[src/rtl/larson_pkg.sv]
// larson_pkg: shared sweep state encoding and direction constants for the Larson scanner
package larson_pkg;
    typedef enum logic [1:0] {
        SWEEP_UP   = 2'd0,
        DWELL_TOP  = 2'd1,
        SWEEP_DOWN = 2'd2,
        DWELL_BOT  = 2'd3
    } sweep_state_t;
    localparam logic DIR_UP   = 1'b1;
    localparam logic DIR_DOWN = 1'b0;
endpackage

[src/rtl/larson_sweep_ctrl_if.sv]
// larson_sweep_ctrl_if: run/reverse controls and lamp outputs of the sweep sequencer
interface larson_sweep_ctrl_if #(
    parameter int N_LAMPS = 8
);
    localparam int PW = $clog2(N_LAMPS);
    logic               i_en;
    logic               i_rev;
    logic [N_LAMPS-1:0] o_lamps;
    logic [PW-1:0]      o_pos;
    logic               o_dir;
    logic               o_end;
    modport master (
        output i_en, i_rev,
        input  o_lamps, o_pos, o_dir, o_end
    );
    modport slave (
        input  i_en, i_rev,
        output o_lamps, o_pos, o_dir, o_end
    );
endinterface

[src/rtl/larson_prescaler.sv]
// larson_prescaler: divides the clock into one step pulse every DIV enabled cycles
module larson_prescaler #(
    parameter int DIV = 4
) (
    input  logic i_clk,
    input  logic i_rst,
    input  logic i_en,
    output logic o_step
);
    localparam int CW = DIV > 1 ? $clog2(DIV) : 1;
    localparam logic [CW-1:0] LAST = CW'(DIV - 1);
    logic [CW-1:0] cnt_q, cnt_d;
    always_comb begin
        o_step = i_en && cnt_q == LAST;
        cnt_d  = (!i_en || o_step) ? '0 : cnt_q + 1'b1;
    end
    always_ff @(posedge i_clk) begin
        if (i_rst) cnt_q <= '0;
        else       cnt_q <= cnt_d;
    end
endmodule

[src/rtl/larson_sweep_ctrl.sv]
// larson_sweep_ctrl: ping-pong one-lamp sweep with end dwell and reversal requests
// Define LARSON_TRAIL_EN to also light the previously visited lamp.
module larson_sweep_ctrl
    import larson_pkg::*;
#(
    parameter int N_LAMPS = 8,
    parameter int DIV     = 4,
    parameter int DWELL   = 0
) (
    input logic                i_clk,
    input logic                i_rst,
    larson_sweep_ctrl_if.slave bus
);
    localparam int PW = $clog2(N_LAMPS);
    localparam int DW = DWELL > 0 ? $clog2(DWELL + 1) : 1;
    localparam logic [PW-1:0] TOP = PW'(N_LAMPS - 1);
    localparam logic [N_LAMPS-1:0] ONE = N_LAMPS'(1);
    sweep_state_t       state_q, state_d;
    logic [PW-1:0]      pos_q, pos_d, up_pos, dn_pos;
    logic [DW-1:0]      dwell_q, dwell_d;
    logic [N_LAMPS-1:0] lamps_q, lamps_d;
    logic               dir_q, dir_d, rev_q, rev_d, end_q, end_d;
    logic               step, move, at_top, at_bot, rev_req, dwelling;
`ifdef LARSON_TRAIL_EN
    logic [PW-1:0]      prev_q, prev_d;
`endif
    larson_prescaler #(.DIV(DIV)) u_pre (
        .i_clk  (i_clk),
        .i_rst  (i_rst),
        .i_en   (bus.i_en),
        .o_step (step)
    );
    // A reversal is honoured only when neither the current nor the normal target position is an end.
    always_comb begin
        up_pos   = pos_q + 1'b1;
        dn_pos   = pos_q - 1'b1;
        at_top   = pos_q == TOP;
        at_bot   = pos_q == '0;
        rev_req  = rev_q | bus.i_rev;
        dwelling = state_q == DWELL_TOP || state_q == DWELL_BOT;
        state_d  = state_q;
        pos_d    = pos_q;
        dir_d    = dir_q;
        dwell_d  = dwell_q;
        move     = 1'b0;
        rev_d    = dwelling ? 1'b0 : bus.i_en ? rev_req : rev_q;
        if (step) begin
            rev_d = 1'b0;
            case (state_q)
                SWEEP_UP:
                    if (at_top && DWELL > 0) begin
                        state_d = DWELL_TOP;
                        dwell_d = '0;
                    end else if (at_top || (rev_req && !at_bot && up_pos != TOP)) begin
                        state_d = SWEEP_DOWN;
                        dir_d   = DIR_DOWN;
                        pos_d   = dn_pos;
                        move    = 1'b1;
                    end else begin
                        pos_d = up_pos;
                        move  = 1'b1;
                    end
                DWELL_TOP:
                    if (int'(dwell_q) == DWELL - 1) begin
                        state_d = SWEEP_DOWN;
                        dir_d   = DIR_DOWN;
                        pos_d   = dn_pos;
                        move    = 1'b1;
                    end else begin
                        dwell_d = dwell_q + 1'b1;
                    end
                SWEEP_DOWN:
                    if (at_bot && DWELL > 0) begin
                        state_d = DWELL_BOT;
                        dwell_d = '0;
                    end else if (at_bot || (rev_req && !at_top && dn_pos != '0)) begin
                        state_d = SWEEP_UP;
                        dir_d   = DIR_UP;
                        pos_d   = up_pos;
                        move    = 1'b1;
                    end else begin
                        pos_d = dn_pos;
                        move  = 1'b1;
                    end
                DWELL_BOT:
                    if (int'(dwell_q) == DWELL - 1) begin
                        state_d = SWEEP_UP;
                        dir_d   = DIR_UP;
                        pos_d   = up_pos;
                        move    = 1'b1;
                    end else begin
                        dwell_d = dwell_q + 1'b1;
                    end
                default: state_d = SWEEP_UP;
            endcase
        end
        end_d = move && (pos_d == '0 || pos_d == TOP);
`ifdef LARSON_TRAIL_EN
        prev_d  = move ? pos_q : prev_q;
        lamps_d = (ONE << pos_d) | (prev_d != pos_d ? ONE << prev_d : '0);
`else
        lamps_d = ONE << pos_d;
`endif
    end
    always_ff @(posedge i_clk) begin
        if (i_rst) begin
            state_q <= SWEEP_UP;
            pos_q   <= '0;
            dir_q   <= DIR_UP;
            dwell_q <= '0;
            rev_q   <= 1'b0;
            end_q   <= 1'b0;
            lamps_q <= ONE;
        end else begin
            state_q <= state_d;
            pos_q   <= pos_d;
            dir_q   <= dir_d;
            dwell_q <= dwell_d;
            rev_q   <= rev_d;
            end_q   <= end_d;
            lamps_q <= lamps_d;
        end
    end
`ifdef LARSON_TRAIL_EN
    always_ff @(posedge i_clk) begin
        if (i_rst) prev_q <= '0;
        else       prev_q <= prev_d;
    end
`endif
    assign bus.o_pos   = pos_q;
    assign bus.o_dir   = dir_q;
    assign bus.o_end   = end_q;
    assign bus.o_lamps = lamps_q;
endmodule

[src/flat_wrapper.sv]
// flat-port wrapper written by rule: the top's interface ports become plain ports
module larson_sweep_ctrl_flat import larson_pkg::*;
#(
    parameter int N_LAMPS = 8,
    parameter int DIV     = 4,
    parameter int DWELL   = 0
)
  (i_clk, i_rst, bus_i_en, bus_i_rev, bus_o_lamps, bus_o_pos, bus_o_dir, bus_o_end);
  larson_sweep_ctrl_if #(.N_LAMPS(N_LAMPS)) bus_i ();
  input logic i_clk;
  input logic i_rst;
  input wire logic [$bits(bus_i.i_en)-1:0] bus_i_en;
  input wire logic [$bits(bus_i.i_rev)-1:0] bus_i_rev;
  output wire logic [$bits(bus_i.o_lamps)-1:0] bus_o_lamps;
  output wire logic [$bits(bus_i.o_pos)-1:0] bus_o_pos;
  output wire logic [$bits(bus_i.o_dir)-1:0] bus_o_dir;
  output wire logic [$bits(bus_i.o_end)-1:0] bus_o_end;
  assign bus_i.i_en = bus_i_en;
  assign bus_i.i_rev = bus_i_rev;
  assign bus_o_lamps = bus_i.o_lamps;
  assign bus_o_pos = bus_i.o_pos;
  assign bus_o_dir = bus_i.o_dir;
  assign bus_o_end = bus_i.o_end;
  larson_sweep_ctrl #(.N_LAMPS(N_LAMPS), .DIV(DIV), .DWELL(DWELL)) u_core (.i_clk(i_clk), .i_rst(i_rst), .bus(bus_i));
endmodule
[config.mk]
export PLATFORM = sky130hd
export DESIGN_NAME = larson_sweep_ctrl_flat
export DESIGN_NICKNAME = d
export VERILOG_FILES = /design/src/rtl/larson_pkg.sv /design/src/rtl/larson_sweep_ctrl_if.sv /design/src/rtl/larson_prescaler.sv /design/src/rtl/larson_sweep_ctrl.sv /design/src/flat_wrapper.sv
export SDC_FILE = /design/constraint.sdc
export NUM_CORES = 1
export LEC_CHECK = 0
export ABC_AREA = 0
export CAP_MARGIN = 15
export CORE_MARGIN = 2
export CORE_UTILIZATION = 43
export DETAILED_ROUTE_END_ITERATION = 12
export GPL_ROUTABILITY_DRIVEN = 0
export PLACE_DENSITY = 0.72
export SLEW_MARGIN = 25
export SYNTH_ARGS = -nofsm -noshare
export SYNTH_HDL_FRONTEND = slang
export SYNTH_HIERARCHICAL = 1
export SYNTH_SLANG_ARGS = --single-unit
[constraint.sdc]
create_clock -name i_clk -period 2.2 [get_ports i_clk]
set_input_delay 0.33 -clock i_clk [delete_from_list [all_inputs] [get_ports i_clk]]
set_output_delay 0.33 -clock i_clk [all_outputs]
set_load 0.05 [all_outputs]
**Word level (Yosys, flattened, before mapping)**

Index checks and enable logic that the tools add are counted.

- Register bits: 18
- Bits of input ports: 4
- Output and inout bits: 13
- Logic and storage cells: 57

- $add $sub $neg: 3
- Equal/unequal tests: 9
- Shifts and indexed selects: 1
- Muxes and demuxes: 12
- Bitwise operators: 2
- Reduce and logical (&&, ||, !) cells: 23

Operators by type and width:

| kind | number |
|---|---|
| $mux 3 | 3 |
| $pmux 3 s3 | 1 |
| $shl 1x3->8 const A | 1 |
| $eq 2x2->1 const B | 3 |
| $eq 3x3->1 const B | 2 |
| $logic_and 1x1->1 | 6 |
| $logic_not 3->1 | 2 |
| $reduce_or 2->1 | 3 |
| $logic_or 1x1->1 | 5 |
| $mux 2 | 2 |
| $ne 2x1->1 const B | 2 |
| $pmux 1 s2 | 2 |
| $pmux 2 s2 | 1 |
| $reduce_and 4->1 | 1 |
| $add 3x1->3 const B | 1 |
| $logic_not 1->1 | 3 |
| $mux 1 | 3 |
| $ne 3x3->1 const B | 1 |
| $reduce_bool 3->1 | 1 |
| $reduce_or 3->1 | 1 |
| $sub 3x1->3 const B | 1 |
| $add 2x1->2 const B | 1 |
| $eq 2x1->1 const B | 1 |
| $logic_not 2->1 | 1 |
| other kinds (2) | 2 |

**Depth between registers and ports, before layout**

Gate-level depths: netlist of the first run.

- Depth in word-level cells: 11
- Depth in mapped cells: 9
- Mapped depth without buffers: 8

**Modules after synthesis**

The synthesis of the first run kept the hierarchy.

By module, submodules not included:

| module | instances | cells an instance | area each (sq um) | sequential area each (sq um) |
|---|---|---|---|---|
| larson_sweep_ctrl | 1 | 71 | 718.2 | 300.3 |
| larson_prescaler | 1 | 6 | 86.3 | 40.0 |

**Worst setup path before layout of the first run**

OpenSTA, ideal clock, no wires.

- Path kind: flip-flop to flip-flop
- From: reg u_core.pos_q[0] (netlist: u_core/bus.o_pos[0])
- To: reg u_core.end_q (netlist: u_core/bus.o_end)
- Library setup time: 0.072 ns
- Arrival: 2.388 ns
- Required time: 2.128 ns
- Slack: -0.260 ns
- Stages on the path, launching flop included: 9
- Buffers on the path: 0
- Period minus slack after synthesis: 2.460 ns
- Path through: dfxtp_1 -> inv_1 -> ha_1 -> and2_1 -> o211ai_1 -> o211ai_2 -> xnor2_1 -> or4b_1 -> mux2i_1

- Longest elaborated chain between the ends: 11
- Elaborated cells between the ends (all ways): 22
- Classes of those cells: add/sub: 2; eq/ne: 3; mux: 4; reduce/logical: 13

Ends and longest elaborated chain:

| item | RTL line | source |
|---|---|---|
| start: declaration | larson_sweep_ctrl.sv:19 | `logic [PW-1:0] pos_q, pos_d, up_pos, dn_pos;` |
| start signal: assignment | larson_sweep_ctrl.sv:116 | `pos_q <= pos_d;` |
| branches (longest 7 deep; another with $add 3x1->3) | -- |  |
| $mux 3 (*) | larson_sweep_ctrl.sv:47 | `if (step) begin` |
| $eq 3x3->1 / $logic_not 3->1 (equally long branches) | larson_sweep_ctrl.sv:97 | `end_d = move && (pos_d == '0 \|\| pos_d == TOP);` |
| $logic_or 1x1->1 (*) | larson_sweep_ctrl.sv:97 |  |
| $logic_and 1x1->1 (*) | larson_sweep_ctrl.sv:97 |  |
| end signal: assignment | larson_sweep_ctrl.sv:120 | `end_q <= end_d;` |
| end: declaration | larson_sweep_ctrl.sv:22 | `logic dir_q, dir_d, rev_q, rev_d, end_q, end_d;` |

Every way passes the cells marked *.
A chain may end at the register's enable or synchronous reset.

**Final worst setup path of the first run**

Ends and elaborated chain as after synthesis.

==> results.sh, run 1 <==
export IMPL_postRouteWirelength_mm=1.48
export IMPL_yosysSeqAreaShare_pct=42.3
export IMPL_drc=0
export IMPL_final_cell_mix="16 x clkdlybuf4s50_1, 15 x dfxtp_1, 6 x nor2_1, 6 x ha_1, 5 x buf_4"
export IMPL_ant_nets=0
export IMPL_powerDensity_nw_per_um2=466
export IMPL_yosys_warnings=6
export IMPL_post_synth_num_cell_types=34
export IMPL_fin_crit_ps=2070
export IMPL_rows=15
export IMPL_syn_to_final_growth_pct=32.3
export IMPL_layout_drive_gt1_share_pct=23.2
export IMPL_via_per_inst=4.88
export IMPL_cts_made_buffers=3
export IMPL_drt_pass1_iterations=4
export IMPL_clock_path_buffers=2
export IMPL_die_height_microns=47.3
export IMPL_drt_iter0_markers=12
export IMPL_overflow=0
export IMPL_crit_path_start_kind="flip-flop"
export IMPL_syn_nets=88
export IMPL_final_max_slew_viol_count=0
export IMPL_n_antenna_cell=0
export IMPL_cap_violations=0
export IMPL_grt_pass1_wl_mm=2.26
export IMPL_arrival_ps=2290
export IMPL_grt_antenna_before_repair=0
export IMPL_start_util_pct=46.1
export IMPL_coreArea_sq_um=1750
export IMPL_setup_tns_final_ps=0
export IMPL_nFillCells=157
export IMPL_die_area_sq_um=2230
export IMPL_use_met3_pct=5.77
export IMPL_clkSinkCount=17
export IMPL_grt_use_met1_pct=18.9
export IMPL_grt_max_degree=16
export IMPL_num_vias=605
export IMPL_clkLatencyLatePin_ps=280
export IMPL_busiest_layer="met2"
export IMPL_worst_slack_ps=126
export IMPL_outcome="finished, final reports clean"
export IMPL_maxSlewHeadroom_pct=66.8
export IMPL_pre_cts_ws_ps=95.5
export IMPL_min_period_over_period_pct=94.3
export IMPL_setup_violations=0
export IMPL_dp_cells=117
export IMPL_pin_count=17
export IMPL_grt_pass1_vias=493
export IMPL_nNetsFinal=111
export IMPL_wl_per_cell_microns=11.9
export IMPL_cp_max_fo=6
export IMPL_grtUsageTotal_pct=14.7
export IMPL_required_ps=2420
export IMPL_rsz0062_at_grt="no"
export IMPL_reg2reg_depth=8
export IMPL_avgSynthCellArea_sq_um=10.4
export IMPL_critPathKind="reg2reg"
export IMPL_cts_tree="built"
export IMPL_end_kind="flip-flop"
export IMPL_hold_depth=1
export IMPL_netlist_area_sq_um=805
export IMPL_syn_inst=77
export IMPL_worst_pin_slew_ps=496
export IMPL_instances_no_fill=124
export IMPL_peakVddDrop_uv=452
export IMPL_netlist_top_cells_area="dfxtp_1 42%, ha_1 11%, nor4b_2 3.7%, o211ai_2 3.1%, nor2_1 2.8%"
export IMPL_p_leak_nw=0.417
export IMPL_hold_class="reg2reg"
export IMPL_cts_htree_levels=1
export IMPL_clk_pin_slew_worst_paths_ps=90
export IMPL_timing_fmax_mhz=482
export IMPL_io_buffer_count=16
export IMPL_dpl_hpwl_mm=1.04
export IMPL_ys_seq_elements=17
export IMPL_synth_top_cell_by_area="dfxtp_1"
export IMPL_finalHoldViolCount=0
export IMPL_synth_top_area_share_pct=42.3
export IMPL_layout_commonest_cell="clkdlybuf4s50_1"
export IMPL_fp_dieW_microns=47.3
export IMPL_clockRootBuffer="clkbuf_4"
export IMPL_met2_usage_pct=22.4
export IMPL_final_setup_skew_ps=1.27
[synth_stat cells]
library cell  instances
xnor2_1               2
clkbuf_1              1
or4b_1                1
nor3b_1               1
nand2_1               4
and2_1                3
mux2i_1               1
o211ai_1              1
o211ai_2              2
and3b_1               1
a21oi_2               1
nor4_1                1
nor4bb_1              1
and4bb_2              1
a31oi_1               1
nand2b_2              1
buf_2                 1
a31o_2                1
nor4b_2               2
a2bb2oi_2             1
nor4b_1               1
ha_1                  7
nor3_1                4
a21oi_1               2
mux2_4                1
and3_1                2
nor2_1                6
nand4b_1              1
a21o_1                1
inv_1                 3
dfxtp_1              17
o221a_2               1
buf_1                 1
o21ai_0               2
[area by class of cell]
class	count	area [sq um]	share of cell area, %
multi-input cells	54	450	42.3
inverters	3	11.3	1.06
clock buffers	4	26.3	2.47
flip-flops and latches	17	348	32.7
repair buffers	21	198	18.6
well taps	25	31.3	2.94
[sequential cells by signal, summed over array words and instances, names as in the netlist]
signal / cells
u_core/bus.o_dir: 1
u_core/bus.o_end: 1
u_core/bus.o_lamps: 8
u_core/bus.o_pos: 3
u_core/rev_q: 1
u_core/state_q: 1
u_core/u_pre/cnt_q: 2
[timing repair]
item | in CTS | in global routing
buffers inserted | 0 | 3
hold buffers | 0 | 0
resized for setup | 0 | 3
setup endpoints to repair | 0 | 5
[cell families after synthesis]
group                      share of synthesized area, %
and+or+nand+nor                                    24.9
DFF                                                42.3
AOI/OAI and AO/OA                                  13.7
adders and majority gates                          10.9
buffers and inverters                              2.95
xor gates and xnor gates                           2.18
muxes                                              3.11
[routing by layer]
metal  part of all wire [%]  vias up  wire, microns
met3                    4.5        2             67
met4                   0.81        0             12
li1                       -      321              -
met1                     46      268            686
met5                      0        -              0
met2                     48       14            709
[power by group]
part | internal (mW) | leakage, nW | switching, mW | total, mW
combinational | 0.0147 | 0.263 | 0.0134 | 0.0281
sequential | 0.308 | 0.139 | 0.00233 | 0.311
clock | 0.0704 | 0.0150 | 0.0868 | 0.157
[critical path, stage by stage (launching register included)]
cell and delay [ps]:
dfxtp_4 380, inv_1 80, ha_2 200, and2_1 150, o211ai_1 250, o211ai_2 170, xnor2_2 180, or4b_1 460
mux2i_1 120
[through the flow]
| stage | util (%) | total power, mW | hold WS (ps) | instance area, sq um |
|---|---|---|---|---|
| 2_1_floorplan | - | 0.334 | 404 | 810 |
| 3_3_place_gp | 57.5 | 0.346 | 434 | 1000 |
| 3_5_place_dp | 57.5 | 0.347 | 435 | 1000 |
| 4_1_cts | 59.0 | 0.508 | 450 | 1030 |
| 5_1_grt | 61.0 | 0.519 | 463 | 1060 |
| 6_report | 61.0 | 0.496 | 448 | 1060 |
[path summary, 6_finish.rpt]
path,from,end,slack [ps]
hold / removal,u_core/u_pre/cnt_q[0],u_core/u_pre/cnt_q[0],450
hold reg to reg,u_core/u_pre/cnt_q[0],u_core/u_pre/cnt_q[0],450
setup / recovery,u_core/bus.o_pos[0],u_core/bus.o_end,130
setup reg to reg,u_core/bus.o_pos[0],u_core/bus.o_end,130
No activity file was read; power rests on OpenSTA's default activity.
==> run 2, diff against run 1 <==
Settings changed: SKIP_CTS_REPAIR_TIMING set to 1.
==> results of run 2 <==
Same layout as run 1: the final DEF is identical, and so are final timing and power.
==> run 3, diff against run 2 <==
Settings changed: CORE_UTILIZATION 43 to 53, DONT_BUFFER_PORTS set to 1, PLACE_DENSITY 0.72 to 0.71, RECOVER_POWER set to 50.
==> run 3 against run 2 <==
- non-clock buffer count shrank 13
- fmax is 2.0% lower
- sequential share of layout area grew 5.6 points
- via count is 5.5% lower
- final area down 15%
- clock skew rose by 0.63 ps
- combinational power shrank 53%
- critical path type unchanged
- largest cell class unchanged
- critical path depth up 1
==> results.sh, run 3 (same netlist as run 1, synthesis figures left out) <==
export IMPL_overflow=0
export IMPL_pin_count=17
export IMPL_n_antenna_cell=0
export IMPL_layout_drive_gt1_share_pct=29.1
export IMPL_fp_dieW_microns=43.0
export IMPL_start_util_pct=54.7
export IMPL_path_cells="ha_1 -> ha_1 -> a2bb2oi_2 -> a21oi_2 -> o211ai_2 -> o21ai_0 -> o221a_2 -> buf_4 -> nor4b_2"
export IMPL_num_vias=572
export IMPL_r2r_slack_ps=80
export IMPL_layout_commonest_cell="dfxtp_1"
export IMPL_wl_per_cell_microns=13.2
export IMPL_timing_fmax_mhz=473
export IMPL_clock_path_buffers=2
export IMPL_dpl_hpwl_microns=986
export IMPL_die_height_microns=43.0
export IMPL_instances_no_fill=102
export IMPL_hold_depth=1
export IMPL_cts_htree_levels=1
export IMPL_power_switching_mw=0.105
export IMPL_postRouteWirelength_mm=1.35
export IMPL_grt_pass1_wl_mm=2.30
export IMPL_setup_violations=0
export IMPL_hold_end="u_core/bus.o_pos[1]"
export IMPL_coreArea_sq_um=1470
export IMPL_cp_max_fo=9
export IMPL_hp_start="i_rst"
export IMPL_ant_nets=0
export IMPL_final_max_slew_viol_count=0
export IMPL_finalHoldViolCount=0
export IMPL_cap_violations=0
export IMPL_drt_iter0_markers=5
export IMPL_drt_pass1_iterations=4
export IMPL_grt_max_degree=17
export IMPL_critPathKind="reg2reg"
export IMPL_r2r_start="u_core/bus.o_pos[0]"
export IMPL_worst_path_most_repeated_cell="ha_1"
export IMPL_end_kind="flip-flop"
export IMPL_arrival_ps=2320
export IMPL_clkLatencyLatePin_ps=280
export IMPL_grt_antenna_before_repair=0
export IMPL_final_setup_skew_ps=1.91
export IMPL_crit_family="compound AO/OA/AOI/OAI gates"
export IMPL_clkSinkCount=17
export IMPL_crit_start="u_core/bus.o_pos[0]"
export IMPL_dp_cells=93
export IMPL_placed_area_sq_um=840
export IMPL_powerDensity_nw_per_um2=537
export IMPL_final_cell_mix="15 x dfxtp_1, 6 x buf_4, 6 x nor2_1, 6 x ha_1"
export IMPL_cp_slowest_stage_delay_ps=370
export IMPL_clockRootBuffer="clkbuf_4"
export IMPL_critPathSlowestCell="dfxtp_4"
export IMPL_die_area_sq_um=1850
export IMPL_pwr_share_clk_pct=33.5
export IMPL_p_leak_nw=0.366
export IMPL_reg2reg_to="u_core/bus.o_lamps[5]"
export IMPL_peakVddDrop_uv=436
export IMPL_grt_pass1_vias=557
export IMPL_design_area_sq_um=910
export IMPL_cp_num_buf_inv=1
export IMPL_io_buffer_count=0
export IMPL_pwr_share_seq_pct=63.8
export IMPL_crit_path_start_kind="flip-flop"
export IMPL_cts_made_buffers=3
export IMPL_comb_power_share_pct=2.7
export IMPL_worst_pin_slew_ps=734
export IMPL_syn_to_final_growth_pct=13.1
export IMPL_fin_crit_ps=2120
export IMPL_required_ps=2410
export IMPL_finalPower_mw=0.489
export IMPL_largest_reg_flops=8
export IMPL_drc=0
export IMPL_p_int_mw=0.384
export IMPL_clk_pin_slew_worst_paths_ps=100
export IMPL_rows=14
export IMPL_switching_share_pct=21.5
export IMPL_via_per_inst=5.61
export IMPL_maxSlewHeadroom_pct=51.1
export IMPL_hold_class="in2reg"
export IMPL_outcome="finished, final reports clean"
export IMPL_nNetsFinal=98
export IMPL_min_period_over_period_pct=96.2
export IMPL_cts_tree="built"
export IMPL_reg2reg_depth=9
export IMPL_grtUsageTotal_pct=16.4
-- run 3: cell count changes in the layout (fill, tap and decap cells not counted) --
| cell | delta |
|---|---|
| buf_4 | +1 |
| clkbuf_1 | +1 |
| clkdlybuf4s50_1 | -16 |
| clkinv_2 | +1 |
-- run 3: final cells by class --
cell class              count  area, sq um
flip-flops and latches     17          348
clock inverters             1         5.00
well taps                  16         20.0
repair buffers              8         52.6
inverters                   3         11.3
multi-input cells          54          450
fillers                   133          562
clock buffers               3         22.5
-- run 3: power by group through the flow --
stage	combinational, mW	clock (mW)	sequential, mW
4_1_cts	0.0133	0.171	0.313
6_report	0.0133	0.164	0.312
5_1_grt	0.0152	0.183	0.313
3_3_place_gp	0.0129	0	0.320
2_1_floorplan	0.0137	0	0.320
3_5_place_dp	0.0133	0	0.320
-- run 3: worst max path at each step --
stage / cells past startpoint / slack, ps / endpoint
floorplan: 7 / 50 / u_core/bus.o_end
global placement: 8 / 160 / u_core/bus.o_end
detailed placement: 8 / 120 / u_core/bus.o_end
CTS: 8 / 100 / u_core/bus.o_end
global route: 8 / -10 / u_core/bus.o_end
finish: 9 / 80 / u_core/bus.o_lamps[5]
-- run 3: through the flow --
stage	TNS (ps)	hold slack [ps]	utilization [%]	setup WS (ps)
detailed placement	0	401	57.1	123
global placement	0	398	57.1	163
finish	0	95.3	61.8	84.0
CTS	0	85.7	58.9	100
floorplan	0	404	-	47.6
global route	-28.5	81.7	61.8	-12.6
-- run 3: layer usage --
layer	vias to the layer above	wire (microns)	global-route usage, %
met3	2	60	4.26
li1	296	-	-
met4	0	10	7.27
met2	9	652	26.4
met1	265	622	20.6
met5	-	0	0
-- run 3: worst register-to-register path, delay by kind of cell, from the launching register on --
kind / cells / cell delay (ps)
AO/OA/AOI/OAI: 5 / 810
adder cells (fa/ha/maj): 2 / 500
buffers and inverters: 1 / 170
flip-flops: 1 / 370
AND/OR/NAND/NOR: 1 / 190
